==> config.mk <==
export PLATFORM = sky130hd
export DESIGN_NAME = lcd_sign_overlay
export DESIGN_NICKNAME = d
export VERILOG_FILES = /design/src/rtl/lcd_pkg.sv /design/src/rtl/lcd_blink_ctrl.sv /design/src/rtl/lcd_sign_overlay.sv
export SDC_FILE = /design/constraint.sdc
export NUM_CORES = 1
export LEC_CHECK = 0
export CORE_MARGIN = 2
export CORE_UTILIZATION = 35
export CTS_BUF_LIST = sky130_fd_sc_hd__clkbuf_8
export DETAILED_ROUTE_END_ITERATION = 8
export PLACE_DENSITY = 0.63
export SLEW_MARGIN = 20
export SYNTH_ARGS = -nofsm -noshare
export SYNTH_HDL_FRONTEND = slang
export SYNTH_SLANG_ARGS = --single-unit
==> constraint.sdc <==
create_clock -name clk -period 2.6 [get_ports clk]
set_input_delay 0.39 -clock clk [delete_from_list [all_inputs] [get_ports clk]]
set_output_delay 0.39 -clock clk [all_outputs]
set_load 0.03 [all_outputs]
==> src/rtl/lcd_pkg.sv <==
`default_nettype none
// ============================================================================
// Module : lcd_pkg
// Shared definitions for the LCD sign overlay: pixel color width, default
// sign geometry, blink state encoding and common RGB565 color constants.
// Ports  : none (package)
// Rev    : 1.0 - initial release
// ============================================================================
package lcd_pkg;

  localparam int COLOR_W = 16;
  localparam int SIGN_W  = 16;
  localparam int SIGN_H  = 8;

  // Blink state encoding
  typedef logic [0:0] blink_state_t;
  localparam blink_state_t BLINK_SHOW = 1'b0;
  localparam blink_state_t BLINK_HIDE = 1'b1;

  // RGB565 color constants
  localparam logic [COLOR_W-1:0] RGB565_BLACK = 16'h0000;
  localparam logic [COLOR_W-1:0] RGB565_WHITE = 16'hFFFF;
  localparam logic [COLOR_W-1:0] RGB565_RED   = 16'hF800;
  localparam logic [COLOR_W-1:0] RGB565_GREEN = 16'h07E0;
  localparam logic [COLOR_W-1:0] RGB565_BLUE  = 16'h001F;

  function automatic logic [COLOR_W-1:0] rgb565_pack(
    input logic [4:0] r,
    input logic [5:0] g,
    input logic [4:0] b
  );
    return {r, g, b};
  endfunction

endpackage : lcd_pkg
`default_nettype wire

==> src/rtl/lcd_blink_ctrl.sv <==
`default_nettype none
// ============================================================================
// Module : lcd_blink_ctrl
// Blink controller: counts frame_start pulses and toggles between SHOW and
// HIDE every BLINK_FRAMES frames. Disabling blinking forces SHOW and clears
// the frame counter.
// Ports  : clk, rst        - clock, synchronous active-high reset
//          blink_en_i      - blinking enable
//          frame_start_i   - one-cycle pulse per LCD frame
//          visible_o       - sign currently visible
// Rev    : 1.0 - initial release
// ============================================================================
module lcd_blink_ctrl #(
  parameter int BLINK_FRAMES = 32
) (
  input  logic clk,
  input  logic rst,
  input  logic blink_en_i,
  input  logic frame_start_i,
  output logic visible_o
);

  import lcd_pkg::*;

  localparam int CNT_W = (BLINK_FRAMES > 1) ? $clog2(BLINK_FRAMES) : 1;
  localparam logic [CNT_W-1:0] CNT_LAST = CNT_W'(BLINK_FRAMES - 1);

  blink_state_t     state_q, state_d;
  logic [CNT_W-1:0] cnt_q, cnt_d;

  always_comb begin
    cnt_d   = cnt_q;
    state_d = state_q;
    if (!blink_en_i) begin
      cnt_d   = '0;
      state_d = BLINK_SHOW;
    end else if (frame_start_i) begin
      if (cnt_q == CNT_LAST) begin
        cnt_d   = '0;
        state_d = (state_q == BLINK_SHOW) ? BLINK_HIDE : BLINK_SHOW;
      end else begin
        cnt_d = cnt_q + CNT_W'(1);
      end
    end
  end

  always_ff @(posedge clk) begin
    if (rst) begin
      cnt_q   <= '0;
      state_q <= BLINK_SHOW;
    end else begin
      cnt_q   <= cnt_d;
      state_q <= state_d;
    end
  end

  // Dropping blink_en shows the sign for pixels accepted in that same cycle,
  // not one cycle later when the state register has been forced to SHOW.
  assign visible_o = !blink_en_i || (state_q == BLINK_SHOW);

endmodule : lcd_blink_ctrl
`default_nettype wire

==> src/rtl/lcd_sign_overlay.sv <==
`default_nettype none
// ============================================================================
// Module : lcd_sign_overlay
// Overlays a 1-bit sign bitmap (external ROM) onto a pixel stream. Two-stage
// valid/ready pipeline: S1 registers the request, hit flag, visibility and
// ROM address; S2 registers the composited color.
// Ports  : clk, rst                  - clock, synchronous active-high reset
//          pix_valid/pix_ready       - request handshake
//          pix_x, pix_y, bg_color    - pixel position and underlying color
//          sign_x, sign_y, fg_color  - sign placement and color
//          blink_en, frame_start     - blink control
//          rom_addr, rom_data        - external bitmap ROM
//          out_valid/out_ready       - output handshake
//          out_color                 - composited pixel
// Rev    : 1.0 - initial release
// ============================================================================
module lcd_sign_overlay #(
  parameter int ADDR_WIDTH   = 7,
  parameter int SIGN_W       = lcd_pkg::SIGN_W,
  parameter int SIGN_H       = lcd_pkg::SIGN_H,
  parameter int COLOR_W      = lcd_pkg::COLOR_W,
  parameter int BLINK_FRAMES = 32
) (
  input  logic                  clk,
  input  logic                  rst,
  input  logic                  pix_valid,
  output logic                  pix_ready,
  input  logic [8:0]            pix_x,
  input  logic [8:0]            pix_y,
  input  logic [COLOR_W-1:0]    bg_color,
  input  logic [8:0]            sign_x,
  input  logic [8:0]            sign_y,
  input  logic [COLOR_W-1:0]    fg_color,
  input  logic                  blink_en,
  input  logic                  frame_start,
  output logic [ADDR_WIDTH-1:0] rom_addr,
  input  logic                  rom_data,
  output logic                  out_valid,
  input  logic                  out_ready,
  output logic [COLOR_W-1:0]    out_color
);

  import lcd_pkg::*;

  localparam int DX_W = (SIGN_W > 1) ? $clog2(SIGN_W) : 1;
  localparam int DY_W = (SIGN_H > 1) ? $clog2(SIGN_H) : 1;

  // --------------------------------------------------------------------------
  // Blink control
  // --------------------------------------------------------------------------
  logic visible;

  lcd_blink_ctrl #(
    .BLINK_FRAMES (BLINK_FRAMES)
  ) u_blink (
    .clk           (clk),
    .rst           (rst),
    .blink_en_i    (blink_en),
    .frame_start_i (frame_start),
    .visible_o     (visible)
  );

  // --------------------------------------------------------------------------
  // Hit test: widen to 10 bits so a sign near the right/bottom edge does not
  // wrap its end coordinate back to a small value.
  // --------------------------------------------------------------------------
  logic [9:0]            px_e, py_e, sx_e, sy_e, x_end, y_end;
  logic                  hit;
  logic [DX_W-1:0]       dx;
  logic [DY_W-1:0]       dy;
  logic [ADDR_WIDTH-1:0] addr_new;

  assign px_e  = {1'b0, pix_x};
  assign py_e  = {1'b0, pix_y};
  assign sx_e  = {1'b0, sign_x};
  assign sy_e  = {1'b0, sign_y};
  assign x_end = sx_e + 10'(SIGN_W);
  assign y_end = sy_e + 10'(SIGN_H);

  assign hit = (px_e >= sx_e) && (px_e < x_end) &&
               (py_e >= sy_e) && (py_e < y_end);

  assign dx       = DX_W'(pix_x - sign_x);
  assign dy       = DY_W'(pix_y - sign_y);
  assign addr_new = hit ? ADDR_WIDTH'({dy, dx}) : '0;

  // --------------------------------------------------------------------------
  // Handshake
  // --------------------------------------------------------------------------
  logic                  s1_valid_q, s1_valid_d;
  logic                  s1_hit_q, s1_hit_d;
  logic                  s1_vis_q, s1_vis_d;
  logic [COLOR_W-1:0]    s1_fg_q, s1_fg_d;
  logic [COLOR_W-1:0]    s1_bg_q, s1_bg_d;
  logic [ADDR_WIDTH-1:0] rom_addr_q, rom_addr_d;
  logic                  out_valid_q, out_valid_d;
  logic [COLOR_W-1:0]    out_color_q, out_color_d;

  logic                  s2_free;
  logic                  accept;
  logic [COLOR_W-1:0]    s1_color;

  // S2 can take a new pixel when empty or when its pixel leaves this cycle;
  // S1 is then free to refill, giving full throughput with no bubble.
  assign s2_free   = !out_valid_q || out_ready;
  assign pix_ready = !s1_valid_q || s2_free;
  assign accept    = pix_valid && pix_ready;

  // rom_data answers for rom_addr_q, i.e. the pixel currently held in S1.
  assign s1_color = (s1_hit_q && s1_vis_q && rom_data) ? s1_fg_q : s1_bg_q;

  always_comb begin
    s1_valid_d  = s1_valid_q;
    s1_hit_d    = s1_hit_q;
    s1_vis_d    = s1_vis_q;
    s1_fg_d     = s1_fg_q;
    s1_bg_d     = s1_bg_q;
    rom_addr_d  = rom_addr_q;
    out_valid_d = out_valid_q;
    out_color_d = out_color_q;

    if (pix_ready) begin
      s1_valid_d = pix_valid;
    end
    if (accept) begin
      s1_hit_d   = hit;
      s1_vis_d   = visible;
      s1_fg_d    = fg_color;
      s1_bg_d    = bg_color;
      rom_addr_d = addr_new;
    end

    if (s2_free) begin
      out_valid_d = s1_valid_q;
      if (s1_valid_q) begin
        out_color_d = s1_color;
      end
    end
  end

  always_ff @(posedge clk) begin
    if (rst) begin
      s1_valid_q  <= 1'b0;
      s1_hit_q    <= 1'b0;
      s1_vis_q    <= 1'b0;
      s1_fg_q     <= '0;
      s1_bg_q     <= '0;
      rom_addr_q  <= '0;
      out_valid_q <= 1'b0;
      out_color_q <= COLOR_W'(RGB565_BLACK);
    end else begin
      s1_valid_q  <= s1_valid_d;
      s1_hit_q    <= s1_hit_d;
      s1_vis_q    <= s1_vis_d;
      s1_fg_q     <= s1_fg_d;
      s1_bg_q     <= s1_bg_d;
      rom_addr_q  <= rom_addr_d;
      out_valid_q <= out_valid_d;
      out_color_q <= out_color_d;
    end
  end

  assign rom_addr  = rom_addr_q;
  assign out_valid = out_valid_q;
  assign out_color = out_color_q;

endmodule : lcd_sign_overlay
`default_nettype wire

==> results.py <==
metrics = {
    "outcome": {
        "status": "completed",
    },
    "route": {
        "wl_per_cell_um": 12.6,
        "dr.pass1.iters": 6,
        "drt_first_iter_violations": 50,
        "routed_via_density": 4.73,
        "drt-total-wl_um": 8030,
        "vias": 3013,
        "drc": 0,
        "ant_nets": 0,
    },
    "worst_setup_path": {
        "rr_endpoint": "rom_addr[1]$_SDFFE_PP0P_",
        "cpMaxStageDelayCell": "nor3_4",
        "start_kind": "primary input",
        "cp_common_cell": "a22o_1",
        "r2r-start": "out_valid$_SDFFE_PP0P_",
        "cp.arrival_ns": 2.71,
        "cp-end-kind": "register",
        "critPathMaxStageDelay_ns": 0.34,
        "cp.required_ns": 2.88,
        "crit_chain": "dlymetal6s2s_1, ha_4, nand3_2, xnor2_2, ha_1, a22o_1, nor4_2, a21oi_1, a221o_1, nor3_4, a22o_1",
        "reg2reg_depth": 4,
        "worstPathMaxFanout": 8,
        "r2r_slack_ns": 1.12,
        "crit_type": "in2reg",
    },
    "synthesis": {
        "synthArstFlopShare": 0,
        "ys_warn_count": 0,
        "netlist_area_um2": 3360,
        "yosys_register_bits": 65,
        "synth_edf_count": 0,
        "synth.avg_cell_area_um2": 8.58,
        "yosysSeqAreaShare": 0.387,
        "synth_flop_cell": "dfxtp_1",
        "netlist_instances": 392,
        "synth_nets": 502,
        "synth_cell_types": 42,
    },
    "final_layout": {
        "fin_cells": 637,
        "antenna_cells": 0,
        "multi_input_area_um2": 1920,
        "fin_nets": 613,
        "fillers": 934,
        "regArea_um2": 1300,
        "areaGrowthSynthToFinish_pct": 44.3,
        "drive_above_1_share": 0.0965,
    },
    "pwr": {
        "p_leak_nw": 2.15,
        "clockPowerShare": 0.375,
        "p_per_area_nw_per_um2": 526,
        "internal_power_mw": 1.89,
        "peakVddDrop_mv": 0.249,
        "switching_share": 0.261,
        "seq_power_share": 0.420,
        "p_comb_frac": 0.206,
        "power.switching_mw": 0.667,
    },
    "global_route": {
        "grt_max_degree": 53,
        "antenna_found_initial": 0,
        "gr-total-overflow": 0,
        "grt_pass1_vias": 2882,
        "grt_usage": 0.157,
        "use_met3": 0.0356,
        "met1_usage": 0.196,
        "use_met2": 0.269,
        "grt_pass1_wl_um": 13000,
        "busiest_layer": "met2",
    },
    "clock_network": {
        "cts_made_buffers": 9,
        "htree_num_levels": 3,
        "cts_sinks": 65,
        "clock_latency_ns": 0.34,
        "cts_tree": "built",
        "clockBufferDepth": 2,
        "clk_pin_slew_ns": 0.07,
        "cts_hold_buf": 0,
        "cts_root_buf": "clkbuf_8",
    },
    "die": {
        "die_x_um": 102,
        "rows": 35,
        "io_pins": 100,
        "die_area_um2": 10400,
        "start_util": 0.362,
        "die_h_um": 102,
        "core_um2": 9280,
    },
    "timing": {
        "hold_viol": 0,
        "post-route-min-period_ns": 2.43,
        "worst_hold_slack_ns": 0.454,
        "setup_viol": 0,
        "period_share": 0.935,
        "max_slew_margin": 0.638,
        "slew_viol_final": 0,
        "max_freq_mhz": 411,
        "tightest_slew_ns": 0.541,
        "clock-skew-final_ns": 0.0108,
        "rsz0062_at_grt": "false",
    },
    "min_path": {
        "hold_class": "reg2reg",
        "min_to": "s1_bg_q[1]$_SDFFE_PP0P_",
        "worstHoldStart": "s1_bg_q[1]$_SDFFE_PP0P_",
        "holdPathStages": 2,
    },
    "placed_design": {
        "dp.cells": 620,
        "place_hpwl_um": 6030,
        "portBuffers": 99,
        "gp_congestion": 0.833,
    },
    "job": {
        "cap_viol_max_count": 0,
    },
}
-- worst max-delay path by stage --
stage          cells after the start  slack (ns)       from                        to
6_report                          11        0.17  sign_y[4]  rom_addr[1]$_SDFFE_PP0P_
5_1_grt                           11        0.02  sign_y[4]  rom_addr[1]$_SDFFE_PP0P_
4_1_cts                           11        0.02  sign_y[3]  rom_addr[2]$_SDFFE_PP0P_
3_5_place_dp                      11       -0.33  sign_y[3]  rom_addr[6]$_SDFFE_PP0P_
3_3_place_gp                      11       -0.24  sign_y[3]  rom_addr[5]$_SDFFE_PP0P_
2_1_floorplan                     10        0.39  sign_y[3]  rom_addr[0]$_SDFFE_PP0P_
-- synth_stat cells (2+ instances only) --
| cell | count | area share |
|---|---|---|
| dfxtp_1 | 65 | 0.39 |
| fa_1 | 2 | 0.012 |
| nand2_1 | 72 | 0.080 |
| a22o_1 | 8 | 0.021 |
| xnor2_1 | 7 | 0.018 |
| ha_1 | 33 | 0.12 |
| nor2_1 | 28 | 0.031 |
| clkbuf_1 | 17 | 0.019 |
| nor3_1 | 2 | 0.0030 |
| xor2_1 | 5 | 0.013 |
| o21ai_0 | 5 | 0.0074 |
| nor3b_1 | 2 | 0.0045 |
| nand4_1 | 3 | 0.0056 |
| a211o_1 | 2 | 0.0052 |
| a21oi_1 | 44 | 0.065 |
| a211oi_1 | 18 | 0.040 |
| inv_1 | 27 | 0.030 |
| nand2b_1 | 2 | 0.0037 |
| and3_1 | 3 | 0.0056 |
| nand3_1 | 8 | 0.012 |
| mux2i_1 | 18 | 0.054 |
-- power by group through the flow --
stage	registers [mW]	clock network, mW	logic (mW)
2_1_floorplan	1.13	0	0.246
3_3_place_gp	1.09	0	0.513
3_5_place_dp	1.10	0	0.522
4_1_cts	1.07	0.985	0.524
5_1_grt	1.08	1.03	0.585
6_report	1.07	0.957	0.525
-- layer usage --
metal	wire length, um	vias up
li1	-	1575
met1	3580	1368
met2	3950	61
met3	368	9
met4	134	0
met5	0	-
-- stage by stage --
stage / power [mW] / worst slack (ns) / instance area [um2] / setup TNS [ns] / util
finish: 2.55 / 0.169 / 4850 / 0 / 0.523
detailed placement: 1.62 / -0.327 / 4580 / -2.52 / 0.493
global route: 2.70 / 0.0249 / 4850 / 0 / 0.523
CTS: 2.58 / 0.0246 / 4810 / 0 / 0.518
global placement: 1.61 / -0.239 / 4580 / -1.87 / 0.493
floorplan: 1.37 / 0.391 / 3360 / 0 / -
-- sequential cells by signal (all words and copies together), names as in the netlist --
signal and cells:
s1_fg_q 16, s1_bg_q 16, s1_vis_q 1, s1_hit_q 1
u_blink.state_q 1, rom_addr 7, out_color 16, u_blink.cnt_q 5
s1_valid_q 1, out_valid 1
-- cells by family (layout without fill, tap and decap cells) --
kind of cell,Yosys count,count (layout),synth area share
adders and majority gates,35,35,0.135
AOI/OAI and AO/OA,90,90,0.178
muxes,18,18,0.0536
and+or+nand+nor,126,126,0.164
xor gates and xnor gates,12,12,0.0312
buffers and inverters,46,162,0.0517
DFF,65,65,0.387
-- what timing repair did --
item	CTS	global route
setup endpoints to repair	0	8
hold endpoints to repair	0	0
setup buffers	0	1
resized for setup	0	10
-- critical path: cells and delay by family --
family / cells / cell delay [ns]
AOI/OAI and AO/OA: 4 / 0.81
adders and majority gates: 2 / 0.50
xor gates and xnor gates: 1 / 0.15
and+or+nand+nor: 3 / 0.69
buffers and inverters: 1 / 0.16
-- cells in the final DEF, fill, tap and decap left out, drive strengths merged, types with 2 or more instances in the layout --
| cell type | n |
|---|---|
| clkdlybuf4s50 | 93 |
| nand2 | 72 |
| dfxtp | 65 |
| a21oi | 45 |
| ha | 33 |
| inv | 29 |
| nor2 | 28 |
| buf | 20 |
| a211oi | 18 |
| mux2i | 18 |
| clkbuf | 10 |
| a22o | 8 |
| nand3 | 8 |
| xnor2 | 7 |
| o21ai | 6 |
| xor2 | 5 |
| dlymetal6s2s | 5 |
| and3 | 3 |
| nand4 | 3 |
| nor3 | 3 |
| nand2b | 2 |
| a211o | 2 |
| nor3b | 2 |
| fa | 2 |
| clkinvlp | 2 |
| bufinv | 2 |
| a21o | 2 |
-- cell type report --
| class | count | share of cell area |
|---|---|---|
| Clock buffer | 10 | 0.0284 |
| Clock inverter | 6 | 0.0183 |
| Inverter | 28 | 0.0217 |
| Multi-Input combinational cell | 281 | 0.395 |
| Sequential cell | 65 | 0.268 |
| Tap cell | 129 | 0.0333 |
| Timing Repair Buffer | 118 | 0.235 |
No activity file was read; power rests on OpenSTA's default activity.
